File: config.mk
export PLATFORM = sky130hd
export DESIGN_NAME = fetch_pc_sequencer
export DESIGN_NICKNAME = d
export VERILOG_FILES = /design/src/rtl/fetch_pc_sequencer.sv
export SDC_FILE = /design/constraint.sdc
export NUM_CORES = 1
export LEC_CHECK = 0
export CORE_MARGIN = 2
export CORE_UTILIZATION = 33
export CTS_CLUSTER_SIZE = 20
export DETAILED_ROUTE_END_ITERATION = 16
export PLACE_DENSITY_LB_ADDON = 0.15
export SETUP_SLACK_MARGIN = 0.2
export SYNTH_ARGS = -nofsm -noshare
export SYNTH_HDL_FRONTEND = slang
export SYNTH_SLANG_ARGS = --single-unit
File: constraint.sdc
create_clock -name clk -period 1.8 [get_ports clk]
set_clock_uncertainty 0.05 [all_clocks]
set_input_delay 0.36 -clock clk [delete_from_list [all_inputs] [get_ports clk]]
set_output_delay 0.36 -clock clk [all_outputs]
set_load 0.005 [all_outputs]
File: src/rtl/fetch_pc_sequencer.sv
// IF1 fetch-address owner: FetchPC registered, one new PC per cycle on hit; controls combinational from state.
// Backpressure: I-cache miss -> Bubble/MISS, Queue_Full -> Stall/HOLD; optional FETCH_SEQ_PERF_EN adds perf counters.
module fetch_pc_sequencer #(
  parameter int              XLEN         = 64,
  parameter logic [XLEN-1:0] RESET_VECTOR = XLEN'(64'h8000_0000),
  parameter int              FETCH_RATE   = 16
) (
  input  logic            clk,
  input  logic            rst,
  input  logic            Redirect_Valid,
  input  logic [XLEN-1:0] Redirect_PC,
  input  logic            Predict_Taken,
  input  logic [XLEN-1:0] Predict_Target,
  input  logic [XLEN-1:0] NextFetchAddr,
  input  logic            Icache_Hit,
  input  logic            Queue_Full,
  output logic            Icache_Req,
  output logic [XLEN-1:0] FetchPC,
  output logic            Stall,
  output logic            Flush,
  output logic            Bubble
`ifdef FETCH_SEQ_PERF_EN
  ,
  output logic [31:0]     Perf_MissCycles,
  output logic [31:0]     Perf_Redirects
`endif
);

  generate
    if (FETCH_RATE < 2 || RESET_VECTOR[1:0] != 2'b00) begin : g_bad_cfg
      $error("fetch_pc_sequencer: bad FETCH_RATE or misaligned RESET_VECTOR");
    end
  endgenerate

  typedef enum logic [1:0] {BOOT, RUN, MISS, HOLD} state_t;

  state_t          state;
  state_t          state_nxt;
  logic [XLEN-1:0] pc_nxt;
  logic            unused_lsb;

  // Targets are halfword aligned; bit0 from either source is discarded.
  assign unused_lsb = ^{Redirect_PC[0], Predict_Target[0]};

  always_comb begin
    state_nxt  = state;
    pc_nxt     = FetchPC;
    Icache_Req = 1'b0;
    Stall      = 1'b0;
    Flush      = 1'b0;
    Bubble     = 1'b0;
    case (state)
      BOOT: begin
        Flush     = 1'b1;
        state_nxt = RUN;
      end
      RUN, MISS: begin
        Icache_Req = 1'b1;
        if (!Icache_Hit) begin
          Bubble    = 1'b1;
          state_nxt = MISS;
        end else if (Queue_Full) begin
          Stall     = 1'b1;
          state_nxt = HOLD;
        end else begin
          state_nxt = RUN;
          pc_nxt    = Predict_Taken ? {Predict_Target[XLEN-1:1], 1'b0} : NextFetchAddr;
        end
      end
      HOLD: begin
        Icache_Req = 1'b1;
        Stall      = 1'b1;
        // Leave without advancing: the held line is looked up again from RUN.
        if (!Queue_Full) state_nxt = RUN;
      end
      default: state_nxt = BOOT;
    endcase
    if (Redirect_Valid) begin
      Flush     = 1'b1;
      Stall     = 1'b0;
      Bubble    = 1'b0;
      state_nxt = RUN;
      pc_nxt    = {Redirect_PC[XLEN-1:1], 1'b0};
    end
    if (rst) begin
      Icache_Req = 1'b0;
      Stall      = 1'b0;
      Flush      = 1'b1;
      Bubble     = 1'b0;
    end
  end

  always_ff @(posedge clk) begin
    if (rst) begin
      state   <= BOOT;
      FetchPC <= RESET_VECTOR;
    end else begin
      state   <= state_nxt;
      FetchPC <= pc_nxt;
    end
  end

`ifdef FETCH_SEQ_PERF_EN
  always_ff @(posedge clk) begin
    if (rst) begin
      Perf_MissCycles <= '0;
      Perf_Redirects  <= '0;
    end else begin
      if (state == MISS && Perf_MissCycles != 32'hFFFF_FFFF)
        Perf_MissCycles <= Perf_MissCycles + 32'd1;
      if (Redirect_Valid && Perf_Redirects != 32'hFFFF_FFFF)
        Perf_Redirects <= Perf_Redirects + 32'd1;
    end
  end
`endif

endmodule

==> impl_metrics.csv <==
group,metric,value,unit
cts,clkTransAtPathRegs,0.07,ns
global_routing,grt_pass1_vias,3845,
setup_path,cp-start-kind,"flip-flop",
place,post-place-ws,-0.394,ns
setup_path,path_class,"reg2out",
route,finalWirelength,13.5,mm
setup_path,cp_max_fo,2,
setup_path,crit_family,"simple AND/OR/NAND/NOR gates",
floorplan,coreArea,9730,um2
cts,clockRootBuffer,"clkbuf_8",
setup_path,cpMaxStageDelayCell,"dfxtp_2",
worst_hold_path,holdCritPathClass,"reg2reg",
route,drcViolationCount,0,
cts,clk_path_buf_depth,2,
status,status,"finished with violations",
power_and_ir_drop,power_density,573,nW/um2
layout,fin_cells,733,
cts,clkLatencyLatePin,0.32,ns
power_and_ir_drop,p_leak,2.98,nW
timing,setup_viol,1,
cts,htreeDepth,3,
route,wl_per_cell,18.4,um
place,post-place-cells,704,
setup_path,worstPathRequired,1.39,ns
synth,synth_area,3310,um2
setup_path,arrival,1.40,ns
setup_path,crit_path_end_kind,"output port",
timing,worst_slack,-0.00736,ns
setup_path,path_buf_inv,2,
layout,fin_area,6690,um2
timing,rsz0062_at_grt,"yes",
floorplan,fp.dieArea,10800,um2
place,gp_congestion,0.786,
cts,ctsHoldBuffers,0,
floorplan,die_h,104,um
cts,clock_sinks,66,
layout,final_cell_mix,"clkdlybuf4s50_1, mux2i_1, o21ai_1",
place,dp_hpwl,9.44,mm
route,vias,3794,
synth,synth_cell_types,25,
synth,synth_top_cell_by_area,"dfxtp_1",
layout,drive_gt1_share,15.2,%
floorplan,dieWidth,104,um
timing,fin_crit_sh,100,%
synth,ys_seq_area_share,40.0,%
layout,num-nets-final,795,
setup_path,r2r_cells,8,
setup_path,crit_cells,5,
timing,drv_slew,0,
floorplan,start_util,34.0,%
global_routing,grt_max_degree,31,
synth,syn_inst,316,
synth,ys_warn_count,0,
global_routing,grt_use_total,23.3,%
timing,tns,-0.00736,ns
timing,period_needed,1.81,ns
route,routed_via_density,5.18,
layout,layout_commonest_cell,"clkdlybuf4s50_1",
synth,syn_nets,516,
worst_hold_path,min_delay_path_depth,2,
timing,max_slew_margin,79.8,%
route,wl_met2,6.82,mm
timing,tightest_slew,0.303,ns
global_routing,gr-total-overflow,0,
global_routing,grt_pass1_wl,20.2,mm
synth,synth.top_cell.area_share,40.0,%
route,top_layer,"met4",
cts,numCtsBuffers,9,
synth,synthTopCellsByArea,"dfxtp_1, mux2i_1, a32oi_1",
route,wl_met3,1.18,mm
route,drt-initial-drc-count,132,
route,met1_length,5.27,mm
power_and_ir_drop,ir_worst_vdd,0.000320,V
status,violations,"negative setup slack",
route,dr.pass1.iters,4,
floorplan,num_rows,36,
synth,synth_seq_cells,66,
cts,tritoncts,"yes",
timing,fmax,553,MHz
setup_path,path_cells,"inv_2 -> ha_4 -> or3_4 -> nor2_1 -> buf_2",
setup_path,worst_path_largest_cell_delay,0.34,ns
place,portBuffers,263,
layout,syn_to_final_growth,102,%
floorplan,io_pins,266,
synth,avgSynthCellArea,10.5,um2
timing,hold_viol,0,
job,maxCapViolCount,0,
route,final_antenna_net_count,0,
place,placed_area,6100,um2
layout,num_antenna_cells,0,
global_routing,antenna_found_initial,0,
-- power by group --
part / switching (mW) / total, mW / internal (mW)
logic: 0.396 / 1.14 / 0.743
clock network: 0.548 / 1.08 / 0.533
registers: 0.0532 / 1.62 / 1.57
-- repair_timing --
| action | 4_1_cts | 5_1_grt |
|---|---|---|
| setup endpoints to repair | 119 | 81 |
| gates resized for setup | 93 | 37 |
| pin swaps | 14 | 10 |
| gates cloned | 5 | 3 |
| buffers inserted | 2 | 3 |
-- stage by stage --
step	util [%]	hold slack, ns	power, mW
after floorplan	-	0.379	1.99
after global placement	62.7	0.392	2.71
after detailed placement	62.7	0.401	2.73
after CTS	65.9	0.405	3.81
after global routing	68.8	0.452	4.00
final	68.8	0.416	3.84
-- layer usage --
layer | global-route usage (%) | vias to the layer above
met5 | 0 | -
met3 | 7.27 | 17
met2 | 41.4 | 172
met1 | 26.5 | 1781
li1 | - | 1824
met4 | 7.43 | 0
-- synthesized netlist by cell type --
cell       n
o21ai_1   62
mux2i_1   63
or2_1      1
nand2_1    3
dfxtp_1   66
and3b_1    1
nand2_2    1
nand3_1    2
ha_1       2
nand3b_1   2
nand2b_1   3
nor2_1     3
buf_2     18
a32oi_1   62
mux2_2     1
a21oi_1    3
or3_1      1
buf_6      8
buf_4      1
o221a_1    1
nor2_4     1
buf_12     6
nor2b_2    1
a31oi_1    1
inv_1      3
-- path summary, 6_finish.rpt --
check                                 from  slack (ns)           to
worst min register to register  FetchPC[0]        0.42   FetchPC[0]
worst max register to register    state[1]        0.10  FetchPC[39]
worst max-delay path              state[1]      -0.007        Stall
worst min-delay path            FetchPC[0]        0.42   FetchPC[0]
-- area by class of cell --
type / count / area, um2
tap: 133 / 166
fill: 807 / 3040
clock inverter: 3 / 15.0
inverter: 3 / 11.3
multi-input combinational: 214 / 1850
timing repair buffer: 301 / 3170
clock buffer: 13 / 149
sequential: 66 / 1330
-- tightest hold or removal path: stages (launching register included) --
cell     delay (ns)
dfxtp_1        0.31
nand2_1        0.06
a21oi_1        0.05
-- flip-flops by register name (all words and copies together) (netlist names) --
name and cells:
FetchPC 64, state 2
-- cells by family (layout without fill, tap and decap cells) --
logic type	Yosys count	after routing	synth area share (%)
adders and majority gates	2	2	0.757
muxes	64	64	19.4
and+or+nand+nor	19	19	3.44
DFF	66	66	40.0
AOI/OAI and AO/OA	129	129	26.8
buffers and inverters	36	320	9.65
Note: power is estimated with default switching activity, not from simulation.
